File: src/rtl/ex2_lsu_if.sv
// Data-memory request/acknowledge bus between the EX2 load/store unit and
// the single-port data memory.
interface ex2_lsu_if;
  logic        mem_req;
  logic        mem_we;
  logic [31:0] mem_addr;
  logic [31:0] mem_wdata;
  logic [3:0]  mem_wstrb;
  logic        mem_ack;
  logic [31:0] mem_rdata;

  modport master (
    output mem_req, mem_we, mem_addr, mem_wdata, mem_wstrb,
    input  mem_ack, mem_rdata
  );

  modport slave (
    input  mem_req, mem_we, mem_addr, mem_wdata, mem_wstrb,
    output mem_ack, mem_rdata
  );
endinterface

File: src/rtl/ex2_lsu.sv
// EX2-stage load/store unit: serialises up to two lane memory ops (lane1
// first) onto one memory bus, holds the pipeline while working and presents
// formatted load data plus per-lane faults for one DONE cycle.
//
// state | meaning
// IDLE  | waiting for a mem op in either lane
// ACC1  | serving lane1 access
// ACC2  | serving lane2 access
// DONE  | results valid, pipeline released for this cycle
module ex2_lsu #(
  parameter int TIMEOUT = 255,
  parameter int TO_W    = 8
) (
  input  logic        clk,
  input  logic        rstn,
  input  logic [31:0] EX2_in_instr1,
  input  logic [31:0] EX2_in_instr2,
  input  logic [31:0] EX2_in_alu_result1,
  input  logic [31:0] EX2_in_alu_result2,
  input  logic [31:0] EX2_in_read_data2_1,
  input  logic [31:0] EX2_in_read_data2_2,
  ex2_lsu_if.master   mem,
  output logic        EX2_lsu_busy,
  output logic [31:0] EX2_out_ld_data1,
  output logic [31:0] EX2_out_ld_data2,
  output logic        EX2_out_misalign1,
  output logic        EX2_out_misalign2,
  output logic        EX2_out_bus_err1,
  output logic        EX2_out_bus_err2
);

  localparam logic [6:0] OP_LOAD  = 7'b0000011;
  localparam logic [6:0] OP_STORE = 7'b0100011;
  localparam logic [TO_W-1:0] TO_LAST = TO_W'((TIMEOUT == 0) ? 0 : TIMEOUT - 1);

  typedef enum logic [1:0] {IDLE, ACC1, ACC2, DONE} state_t;

  state_t          state, state_nxt;
  logic [TO_W-1:0] cnt;

  logic        mem1, mem2;
  logic [6:0]  cur_op;
  logic [2:0]  cur_f3;
  logic [31:0] cur_addr, cur_data;
  logic        cur_load, cur_misal, to_hit, adv;
  logic [31:0] shifted, ld_fmt;

  assign mem1 = (EX2_in_instr1[6:0] == OP_LOAD) || (EX2_in_instr1[6:0] == OP_STORE);
  assign mem2 = (EX2_in_instr2[6:0] == OP_LOAD) || (EX2_in_instr2[6:0] == OP_STORE);

  // Select the lane being served; lane mix is assumed stable while busy.
  always_comb begin
    if (state == ACC2) begin
      cur_op   = EX2_in_instr2[6:0];
      cur_f3   = EX2_in_instr2[14:12];
      cur_addr = EX2_in_alu_result2;
      cur_data = EX2_in_read_data2_2;
    end else begin
      cur_op   = EX2_in_instr1[6:0];
      cur_f3   = EX2_in_instr1[14:12];
      cur_addr = EX2_in_alu_result1;
      cur_data = EX2_in_read_data2_1;
    end
  end

  assign cur_load  = (cur_op == OP_LOAD);
  assign cur_misal = (cur_f3[1] && (cur_addr[1:0] != 2'b00)) ||
                     ((cur_f3[1:0] == 2'b01) && cur_addr[0]);
  assign to_hit    = (TIMEOUT != 0) && (cnt == TO_LAST);

  // Extract and extend the addressed byte/half from the returned word.
  always_comb begin
    shifted = mem.mem_rdata >> {cur_addr[1:0], 3'b000};
    case (cur_f3)
      3'b000:  ld_fmt = {{24{shifted[7]}}, shifted[7:0]};
      3'b001:  ld_fmt = {{16{shifted[15]}}, shifted[15:0]};
      3'b100:  ld_fmt = {24'b0, shifted[7:0]};
      3'b101:  ld_fmt = {16'b0, shifted[15:0]};
      default: ld_fmt = mem.mem_rdata;
    endcase
  end

  // State register.
  always_ff @(posedge clk or negedge rstn) begin
    if (!rstn) state <= IDLE;
    else       state <= state_nxt;
  end

  // Next state, bus drive and pipeline hold.
  always_comb begin
    state_nxt     = state;
    EX2_lsu_busy  = 1'b0;
    mem.mem_req   = 1'b0;
    mem.mem_we    = 1'b0;
    mem.mem_addr  = 32'b0;
    mem.mem_wdata = 32'b0;
    mem.mem_wstrb = 4'b0;
    adv           = 1'b0;
    case (state)
      IDLE: begin
        if (mem1 || mem2) begin
          EX2_lsu_busy = rstn;
          state_nxt    = mem1 ? ACC1 : ACC2;
        end
      end
      ACC1, ACC2: begin
        EX2_lsu_busy = 1'b1;
        mem.mem_we   = ~cur_load;
        mem.mem_addr = {cur_addr[31:2], 2'b00};
        case (cur_f3[1:0])
          2'b00: begin
            mem.mem_wstrb = 4'b0001 << cur_addr[1:0];
            mem.mem_wdata = {4{cur_data[7:0]}};
          end
          2'b01: begin
            mem.mem_wstrb = 4'b0011 << cur_addr[1:0];
            mem.mem_wdata = {2{cur_data[15:0]}};
          end
          default: begin
            mem.mem_wstrb = 4'b1111;
            mem.mem_wdata = cur_data;
          end
        endcase
        if (cur_misal) begin
          adv = 1'b1;
        end else begin
          mem.mem_req = 1'b1;
          adv         = mem.mem_ack || to_hit;
        end
        if (adv) state_nxt = ((state == ACC1) && mem2) ? ACC2 : DONE;
      end
      DONE: state_nxt = IDLE;
      default: state_nxt = IDLE;
    endcase
  end

  // Wait-cycle counter, restarted on every state change.
  always_ff @(posedge clk or negedge rstn) begin
    if (!rstn)                              cnt <= '0;
    else if (state != state_nxt)            cnt <= '0;
    else if (mem.mem_req && !mem.mem_ack)   cnt <= cnt + 1'b1;
  end

  // Per-lane result registers: cleared on entry to an access, updated when
  // the lane's access resolves (ack, misalign or timeout).
  always_ff @(posedge clk or negedge rstn) begin
    if (!rstn) begin
      EX2_out_ld_data1  <= '0;
      EX2_out_ld_data2  <= '0;
      EX2_out_misalign1 <= 1'b0;
      EX2_out_misalign2 <= 1'b0;
      EX2_out_bus_err1  <= 1'b0;
      EX2_out_bus_err2  <= 1'b0;
    end else if (state == IDLE && state_nxt != IDLE) begin
      EX2_out_ld_data1  <= '0;
      EX2_out_ld_data2  <= '0;
      EX2_out_misalign1 <= 1'b0;
      EX2_out_misalign2 <= 1'b0;
      EX2_out_bus_err1  <= 1'b0;
      EX2_out_bus_err2  <= 1'b0;
    end else if (adv) begin
      if (state == ACC1) begin
        EX2_out_ld_data1  <= (!cur_misal && mem.mem_ack && cur_load) ? ld_fmt : 32'b0;
        EX2_out_misalign1 <= cur_misal;
        EX2_out_bus_err1  <= !cur_misal && !mem.mem_ack;
      end else begin
        EX2_out_ld_data2  <= (!cur_misal && mem.mem_ack && cur_load) ? ld_fmt : 32'b0;
        EX2_out_misalign2 <= cur_misal;
        EX2_out_bus_err2  <= !cur_misal && !mem.mem_ack;
      end
    end
  end

endmodule

File: src/flat_wrapper.sv
// flat-port wrapper written by rule: the top's interface ports become plain ports
module ex2_lsu_flat 
#(
  parameter int TIMEOUT = 255,
  parameter int TO_W    = 8
)
  (clk, rstn, EX2_in_instr1, EX2_in_instr2, EX2_in_alu_result1, EX2_in_alu_result2, EX2_in_read_data2_1, EX2_in_read_data2_2, EX2_lsu_busy, EX2_out_ld_data1, EX2_out_ld_data2, EX2_out_misalign1, EX2_out_misalign2, EX2_out_bus_err1, EX2_out_bus_err2, mem_mem_req, mem_mem_we, mem_mem_addr, mem_mem_wdata, mem_mem_wstrb, mem_mem_ack, mem_mem_rdata);
  ex2_lsu_if mem_i ();
  input  logic clk;
  input  logic rstn;
  input  logic [31:0] EX2_in_instr1;
  input  logic [31:0] EX2_in_instr2;
  input  logic [31:0] EX2_in_alu_result1;
  input  logic [31:0] EX2_in_alu_result2;
  input  logic [31:0] EX2_in_read_data2_1;
  input  logic [31:0] EX2_in_read_data2_2;
  output logic EX2_lsu_busy;
  output logic [31:0] EX2_out_ld_data1;
  output logic [31:0] EX2_out_ld_data2;
  output logic EX2_out_misalign1;
  output logic EX2_out_misalign2;
  output logic EX2_out_bus_err1;
  output logic EX2_out_bus_err2;
  output wire logic [$bits(mem_i.mem_req)-1:0] mem_mem_req;
  output wire logic [$bits(mem_i.mem_we)-1:0] mem_mem_we;
  output wire logic [$bits(mem_i.mem_addr)-1:0] mem_mem_addr;
  output wire logic [$bits(mem_i.mem_wdata)-1:0] mem_mem_wdata;
  output wire logic [$bits(mem_i.mem_wstrb)-1:0] mem_mem_wstrb;
  input wire logic [$bits(mem_i.mem_ack)-1:0] mem_mem_ack;
  input wire logic [$bits(mem_i.mem_rdata)-1:0] mem_mem_rdata;
  assign mem_mem_req = mem_i.mem_req;
  assign mem_mem_we = mem_i.mem_we;
  assign mem_mem_addr = mem_i.mem_addr;
  assign mem_mem_wdata = mem_i.mem_wdata;
  assign mem_mem_wstrb = mem_i.mem_wstrb;
  assign mem_i.mem_ack = mem_mem_ack;
  assign mem_i.mem_rdata = mem_mem_rdata;
  ex2_lsu #(.TIMEOUT(TIMEOUT), .TO_W(TO_W)) u_core (.clk(clk), .rstn(rstn), .EX2_in_instr1(EX2_in_instr1), .EX2_in_instr2(EX2_in_instr2), .EX2_in_alu_result1(EX2_in_alu_result1), .EX2_in_alu_result2(EX2_in_alu_result2), .EX2_in_read_data2_1(EX2_in_read_data2_1), .EX2_in_read_data2_2(EX2_in_read_data2_2), .mem(mem_i), .EX2_lsu_busy(EX2_lsu_busy), .EX2_out_ld_data1(EX2_out_ld_data1), .EX2_out_ld_data2(EX2_out_ld_data2), .EX2_out_misalign1(EX2_out_misalign1), .EX2_out_misalign2(EX2_out_misalign2), .EX2_out_bus_err1(EX2_out_bus_err1), .EX2_out_bus_err2(EX2_out_bus_err2));
endmodule
File: config.mk
export PLATFORM = sky130hd
export DESIGN_NAME = ex2_lsu_flat
export DESIGN_NICKNAME = d
export VERILOG_FILES = /design/src/rtl/ex2_lsu_if.sv /design/src/rtl/ex2_lsu.sv /design/src/flat_wrapper.sv
export SDC_FILE = /design/constraint.sdc
export NUM_CORES = 1
export LEC_CHECK = 0
export CAP_MARGIN = 20
export CORE_AREA = 2 2 141 143
export CTS_BUF_LIST = sky130_fd_sc_hd__clkbuf_2 sky130_fd_sc_hd__clkbuf_4 sky130_fd_sc_hd__clkbuf_8
export CTS_CLUSTER_DIAMETER = 80
export DETAILED_ROUTE_END_ITERATION = 8
export DIE_AREA = 0 0 143 145
export GPL_ROUTABILITY_DRIVEN = 1
export PLACE_DENSITY_LB_ADDON = 0.25
export SLEW_MARGIN = 20
export SYNTH_ARGS = -nofsm -noshare
export SYNTH_HDL_FRONTEND = slang
export SYNTH_SLANG_ARGS = --single-unit
File: constraint.sdc
create_clock -name clk -period 3.2 [get_ports clk]
set_input_delay 0.64 -clock clk [delete_from_list [all_inputs] [get_ports clk]]
set_output_delay 0.64 -clock clk [all_outputs]
set_load 0.005 [all_outputs]
### Word level (Yosys, flattened, before mapping)

Cells that the tools add are included.

* add/subtract/negate cells: 1
* equality and inequality tests: 15
* shift-type cells: 3
* mux-type cells: 44
* bitwise operators: 1
* reduce and logical (&&, ||, !) cells: 26

Operators with widths (number)
* $mux 32: 11
* $pmux 32 s4: 1
* $pmux 32 s2: 1
* $shr 32x5->16: 1
* $eq 7x2->1 const B: 3
* $mux 1: 20
* $mux 8: 2
* $eq 7x6->1 const B: 2
* $reduce_bool 2->1: 5
* $add 8x1->8 const B: 1
* $eq 8x8->1 const B: 1
* $logic_and 1x1->1: 8
* $pmux 4 s2: 1
* $mux 7: 1
* $eq 3x3->1 const B: 2
* $mux 2: 3
* $pmux 2 s3: 1
* $logic_or 1x1->1: 5
* $eq 2x1->1 const B: 2
* $eq 2x2->1 const B: 2
* $logic_not 2->1: 2
* $mux 4: 1
* $reduce_and 2->1: 2
* $shl 1x2->4 const A: 1
* 10 further kinds: 11

* flip-flop bits (word level): 78

### Logic depth before layout (Yosys ltp)

Gate-level depths: netlist of the first run.

* depth after elaboration: 13
* mapped depth: 13
* depth with buffers taken out: 10

### Least setup slack after synthesis of the first run

OpenSTA, ideal clock, no wires.

* path type: flip-flop to output port
* start point: register u_core.state[0]
* end point: output mem_mem_addr[10]
* data arrival time: 2.232 ns
* data required time: 2.560 ns
* setup slack: 0.328 ns
* stages on the path, launching flop included: 9
* buffers on the path: 4
* cell sequence: dfrtp_1 -> inv_1 -> ha_1 -> buf_6 -> buf_2 -> buf_1 -> buf_2 -> mux2i_1 -> nor2_1

* cells in the longest elaborated chain, start to end: 3
* elaborated cells on any way between the ends: 5
* those cells by class: eq/ne: 2; mux: 2; reduce/logical: 1

Ends and longest elaborated chain
* start: declaration: line ex2_lsu.sv:38 `state_t state, state_nxt;`
* start signal: assignment: line ex2_lsu.sv:86 `else state <= state_nxt;`
* $eq 2x2->1 / $eq 2x1->1 (equally long branches): line ex2_lsu.sv:53, ex2_lsu.sv:99
* $mux 32 / $reduce_or 2->1 (equally long branches): line ex2_lsu.sv:53, ex2_lsu.sv:99
* $mux 32 (*): line ex2_lsu.sv:99 `case (state)`
* end: declaration: line flat_wrapper.sv:26 `output wire logic [$bits(mem_i.mem_addr)-1:0] mem_mem_addr;`

Mark *: on every way between the ends. The rest lies on a longest branch, timed or not.

### Final worst setup path of the first run

* start point: input EX2_in_instr1[12]
* end point: output mem_mem_wstrb[2]

* cells in the longest elaborated chain, start to end: 4
* elaborated cells on any way between the ends: 5
* those cells by class: eq/ne: 1; mux: 3; reduce/logical: 1

Ends and longest elaborated chain
* start: declaration: line flat_wrapper.sv:11 `input logic [31:0] EX2_in_instr1;`
* $mux 3 (*): line ex2_lsu.sv:53 `if (state == ACC2) begin`
* $eq 2x1->1 / $logic_not 2->1 (equally long branches): line ex2_lsu.sv:110 `case (cur_f3[1:0])`
* $pmux 4 s2 (*): line ex2_lsu.sv:110
* $mux 4 (*): line ex2_lsu.sv:99
* end: declaration: line flat_wrapper.sv:28 `output wire logic [$bits(mem_i.mem_wstrb)-1:0] mem_mem_wstrb;`

Marked as above.

==> results of run 1 <==
registers in the layout, summed over array words and instances, names as in the netlist:
register / cells
u_core.EX2_out_ld_data1: 32
u_core.EX2_out_ld_data2: 32
u_core.cnt: 8
u_core.state: 2
u_core.EX2_out_bus_err1: 1
u_core.EX2_out_bus_err2: 1
u_core.EX2_out_misalign1: 1
u_core.EX2_out_misalign2: 1
cell families after synthesis:
kind of cell / Yosys count
and+or+nand+nor: 238
buffers and inverters: 81
xor gates and xnor gates: 7
DFF: 78
other: 1
muxes: 61
adders and majority gates: 8
AOI/OAI and AO/OA: 186
through the flow:
step	hold slack, ns	total power, mW	setup slack [ns]	utilization	instances
finish	0.421	7.67	0.0192	0.522	1286
global route	0.475	8.13	-0.0119	0.522	1286
CTS	0.497	7.67	-0.00393	0.515	1281
detailed placement	0.473	6.71	-0.0648	0.497	1255
global placement	0.472	6.71	-0.0889	0.497	1255
floorplan	0.344	3.70	0.328	-	661
worst min path at each step:
stage                               start                         end  slack [ns]  depth (start not counted)
6_report                             rstn     u_core.EX2_out_bus_err1        0.42                          2
5_1_grt                              rstn    u_core.EX2_out_misalign2        0.48                          2
4_1_cts        u_core.EX2_out_ld_data2[7]  u_core.EX2_out_ld_data2[7]        0.50                          1
3_5_place_dp   u_core.EX2_out_ld_data2[7]  u_core.EX2_out_ld_data2[7]        0.47                          1
3_3_place_gp   u_core.EX2_out_ld_data2[7]  u_core.EX2_out_ld_data2[7]        0.47                          1
2_1_floorplan                        rstn     u_core.EX2_out_bus_err1        0.34                          0
layout by cell type (no fill, tap or decap), types with 10 or more instances in the layout:
master / n
dlymetal6s2s_1: 13
dfrtp_1: 78
nor3_1: 14
clkdlybuf4s50_1: 300
nor2_1: 98
a211oi_1: 14
buf_4: 63
mux2i_1: 52
nand2_1: 65
a21oi_1: 52
and3_1: 12
a21oi_2: 11
inv_1: 24
o21ai_2: 10
buf_12: 12
o2bb2ai_1: 15
power groups by stage:
stage | sequential (mW) | combinational (mW) | clock (mW)
5_1_grt | 1.09 | 6.13 | 0.910
6_report | 1.08 | 5.75 | 0.844
3_5_place_dp | 1.09 | 5.62 | 0
2_1_floorplan | 1.10 | 2.60 | 0
3_3_place_gp | 1.10 | 5.62 | 0
4_1_cts | 1.08 | 5.73 | 0.863
per-layer routing:
metal,wire length (µm),global-route usage
met4,694,0.0782
met2,13500,0.439
met5,13,0
met3,2170,0.0640
met1,10200,0.282
worst max-delay path, cell delays in order:
cell	delay, ns
clkdlybuf4s50_1	0.61
mux2_2	0.25
buf_4	0.19
nand2_1	0.11
a31oi_4	0.21
clkdlybuf4s50_1	0.52
final cells by class:
type                            instances  area, µm²
Sequential cell                        78       1950
Clock inverter                          5       83.8
Multi-Input combinational cell        503       3470
Inverter                               27        104
Clock buffer                           11        139
Antenna cell                            2       5.00
Tap cell                              265        332
Timing Repair Buffer                  395       3950
Fill cell                            1769       9180
what timing repair did:
item / 4_1_cts / 5_1_grt
endpoints found under the setup margin: 36 / 23
pin swaps: 1 / 2
hold buffers: 0 / 0
gates cloned: 0 / 1
setup buffers: 10 / 2
endpoints found under the hold margin: 0 / 0
gates resized for setup: 16 / 28
==> impl_metrics.yaml, run 1 <==
yosys:
  synth_xor_area_frac: 0.0109
  ys_warn_count: 0
  synthArstFlopShare: 1.00
  yosys-top-cells-area: "dfrtp_1 (35%), mux2i_1 (10%), nor2_1 (6.6%), a21oi_1 (4.6%), nand2_1 (4.4%)"
  synth_compound_area_frac: 0.254
  synthMostInstantiatedCell: "nor2_1"
  synth-main-ff-cell: "dfrtp_1"
  synth-seq-cells: 78
  synthDominantCellAreaShare: 0.345
  synth_top_family_by_area: "compound AO/OA/AOI/OAI gates"
  yosysSeqAreaShare: 0.345
  syn_inst: 660
  ys_types: 64
  netlist_area_mm2: 0.00565
  synth_mux_area_frac: 0.111
  synth_common_cells: "nor2_1 (99), dfrtp_1 (78), nand2_1 (66)"
  synth_fa_ha_area_frac: 0.0177
  synth_simple_gate_area_frac: 0.195
  postSynthAreaPerCell_um2: 8.56
  synth_edf_count: 0
  yosys.area.top_type: "dfrtp_1"
sta:
  tightest_slew_ns: 0.736
  fin_setup_tns_ns: 0
  skew_ns: 0.0114
  min_period_over_period: 0.994
  slew_violations: 0
  max_freq_ghz: 0.314
  hold_viol_final: 0
  setup_viol: 0
  slew_headroom: 0.509
  fin_crit_ns: 3.18
floorplan:
  start_util: 0.294
  fp-row-count: 51
  ios: 366
  dieArea_mm2: 0.0207
  die_w_um: 143
  core-area_mm2: 0.0192
  die_height_um: 145
critical_path:
  worstSetupPathType: "input pin to output port"
  cp-endpoint: "mem_mem_wstrb[2]"
  worst_ep_arrival_time_ns: 2.54
  cp-startpoint: "EX2_in_instr1[12]"
  reg2reg_slack_ns: 0.35
  end_kind: "output port"
  required_ns: 2.56
  start_kind: "input pin"
  r2r-start: "u_core.state[0]"
  reg2regPathDepth: 12
  cp_max_fo: 9
  reg2reg_to: "u_core.EX2_out_bus_err2"
clock_tree:
  clk_pin_slew_worst_paths_ns: 0.07
  insertion_delay_ns: 0.36
  cts_tree: "built"
  clockBufferDepth: 2
  htree_num_levels: 3
  root_buffer: "clkbuf_8"
  cts.sinks: 78
  cts_buffers: 9
place:
  place.gp.congestion: 0.860
  io_buffers: 319
  dp_hpwl_mm: 20.8
  dpl_cell_area_mm2: 0.00954
routing:
  wl_mm: 26.6
  num_vias: 6494
  drt_iter0_markers: 364
  drt_first_pass_iters: 6
  drc_errors: 0
  vias_per_cell: 5.05
  ant_nets: 0
  wl_per_cell_um: 20.7
global_route:
  grt_max_degree: 79
  antenna_found_initial: 3
  grt_pass1_wl_mm: 38.5
  grt.overflow.total: 0
  grt_usage: 0.245
  grt_pass1_vias: 6347
finish:
  layout-drive-gt1-share: 0.157
  syn2layout_area_growth_pct: 77.4
  fin_area_mm2: 0.0100
  nets: 1249
power:
  p_int_mw: 4.24
  pwr-share-seq: 0.140
  max-vdd-ir-drop_mv: 0.644
  clkPwrFrac: 0.110
  power.density_mw_per_mm2: 765
  switching_share: 0.447
  p_leak_nw: 4.15
  p_switching_mw: 3.43
  comb_power_share: 0.750
run:
  drv_cap: 0
min_path:
  hp-class: "input pin to async pin"
status:
  outcome: "complete, no violations"
Power figures use the tool's default switching activity.
==> inputs of run 2 (changes only) <==
CELL_PAD_IN_SITES_DETAIL_PLACEMENT = 1   (was not set)
CELL_PAD_IN_SITES_GLOBAL_PLACEMENT = 2   (was not set)
CORE_AREA = not set   (was 2 2 141 143)
CORE_ASPECT_RATIO = 0.6   (was not set)
CORE_MARGIN = 2   (was not set)
CORE_UTILIZATION = 35   (was not set)
DIE_AREA = not set   (was 0 0 143 145)
DONT_BUFFER_PORTS = 1   (was not set)
GPL_TIMING_DRIVEN = 0   (was not set)
==> impl_metrics.yaml, run 2 (synthesis results as in run 1) <==
finish:
  diodes: 0
  layout-drive-gt1-share: 0.221
  final_cell_mix: "nor2_1 (98), dfrtp_1 (76), nand2_1 (64), a21oi_1 (51), mux2i_1 (48)"
  multiInputGateArea_mm2: 0.00363
  nets: 913
  syn2layout_area_growth_pct: 16.5
  final_common_cell: "nor2_1"
  layout.area.seq_mm2: 0.00195
  utilization: 0.424
  fill_cells: 1811
  reg_top3: "u_core.EX2_out_ld_data1: 32 flops, u_core.EX2_out_ld_data2: 32 flops, u_core.cnt: 8 flops"
clock_tree:
  cts_tree: "built"
  cts_buffers: 9
  htree_num_levels: 3
  cts.sinks: 78
  insertion_delay_ns: 0.37
  root_buffer: "clkbuf_8"
  clk_pin_slew_worst_paths_ns: 0.09
  clockBufferDepth: 2
critical_path:
  worst_ep_arrival_time_ns: 2.49
  worstSetupPathType: "register to output port"
  end_kind: "output port"
  critPathMostFrequentCell: "buf_12"
  required_ns: 2.56
  start_kind: "register"
  crit_chain: "inv_4 -> ha_4 -> buf_12 -> nand2b_1 -> buf_6 -> and2_0 -> buf_4 -> buf_8 -> buf_12 -> a221oi_1 -> nor3_2"
  cp_max_fo: 10
  max_stage_delay_ns: 0.40
  crit_slowest_cell: "dfrtp_2"
status:
  outcome: "complete, no violations"
routing:
  vias_per_cell: 6.13
  drt_first_pass_iters: 5
  wl_per_cell_um: 29.0
  wl_mm: 25.7
  num_vias: 5431
  ant_nets: 0
  drc_errors: 0
  drt_iter0_markers: 322
global_route:
  antenna_found_initial: 0
  grt_max_degree: 79
  grt_pass1_vias: 5426
  grt_pass1_wl_mm: 36.2
  grt_usage: 0.287
  grt.overflow.total: 0
min_path:
  hp-class: "input pin to async pin"
sta:
  max_freq_ghz: 0.319
  tightest_slew_ns: 0.768
  slew_headroom: 0.484
  setup_viol: 0
  hold_viol_final: 0
  fin_crit_ns: 3.13
  slew_violations: 0
  rsz0062_at_grt: "yes"
  skew_ns: 0.0100
  whs_ns: 0.149
  min_period_over_period: 0.979
floorplan:
  fp-row-count: 35
  ios: 366
  core-area_mm2: 0.0155
  dieArea_mm2: 0.0172
  die_height_um: 102
  die_w_um: 168
  start_util: 0.363
place:
  place.gp.congestion: 0.981
  io_buffers: 0
  dp_hpwl_mm: 20.4
power:
  max-vdd-ir-drop_mv: 0.393
  power.density_mw_per_mm2: 950
  p_leak_nw: 2.61
run:
  drv_cap: 0
## run 2: cell count changes in the layout (fill, tap and decap cells not counted), sizes merged, moves of 2 or more
cell / before / now
clkinv: 1 / 3
clkdlybuf4s50: 300 / 0
diode: 2 / 0
bufinv: 2 / 0
dlymetal6s2s: 13 / 0
clkbuf: 11 / 33
buf: 77 / 38
dlygate4sd2: 5 / 0
## run 2: cell type report
class | instances | area share
clock buffer | 11 | 0.0220
clock inverter | 5 | 0.00646
tap | 203 | 0.0386
buffer | 50 | 0.0542
timing repair buffer | 10 | 0.0144
sequential | 78 | 0.297
multi-input combinational | 502 | 0.551
inverter | 27 | 0.0162
## run 2: worst max-delay path: cells and delay by family, from the launching register on
kind | cells | cell delay, ns
buffers and inverters | 6 | 0.82
and+or+nand+nor | 3 | 0.41
AOI/OAI and AO/OA | 1 | 0.30
adders and majority gates | 1 | 0.19
DFF | 1 | 0.40
## run 2: path summary, 6_finish.rpt
path / from / endpoint / slack, ns / depth (start not counted)
setup / recovery: u_core.state[0] / mem_mem_wdata[28] / 0.07 / 11
hold / removal: rstn / u_core.EX2_out_ld_data1[5] / 0.15 / 1
setup reg to reg: u_core.state[1] / u_core.EX2_out_misalign1 / 0.18 / 10
hold reg to reg: u_core.EX2_out_ld_data2[9] / u_core.EX2_out_ld_data2[9] / 0.54 / 1
max in group asynchronous: rstn / u_core.state[1] / 2.67 / 1
min in group clk: mem_mem_rdata[28] / u_core.EX2_out_ld_data1[28] / 0.46 / 2
## run 2: power breakdown
group | internal, mW | switching [mW] | total [mW]
clock network | 0.319 | 0.413 | 0.732
registers | 1.04 | 0.0565 | 1.09
logic | 1.38 | 3.04 | 4.43
## run 2: per-stage QoR
stage / area, µm² / power (mW) / TNS [ns] / worst slack, ns / cells
floorplan: 5650 / 3.70 / 0 / 0.328 / 661
global placement: 5910 / 4.82 / -12.48 / -0.601 / 864
detailed placement: 5910 / 4.92 / -17.77 / -0.645 / 864
CTS: 6440 / 6.06 / -0.0346 / -0.0131 / 885
global route: 6590 / 6.60 / -0.114 / -0.0476 / 886
finish: 6590 / 6.25 / 0 / 0.0660 / 886
## run 2: per-layer routing
layer / vias up / track usage / wire, µm
met4: 0 / 0.0856 / 697
met1: 2766 / 0.384 / 11300
met3: 41 / 0.0720 / 1760
li1: 2406 / - / -
met2: 218 / 0.463 / 12000
met5: - / 0 / 0
## run 2: timing repair
action	4_1_cts	5_1_grt
gates resized for setup	71	33
buffers inserted	7	2
hold endpoints to repair	78	0
setup endpoints to repair	116	62
hold buffers	1	0
pin swaps	10	9
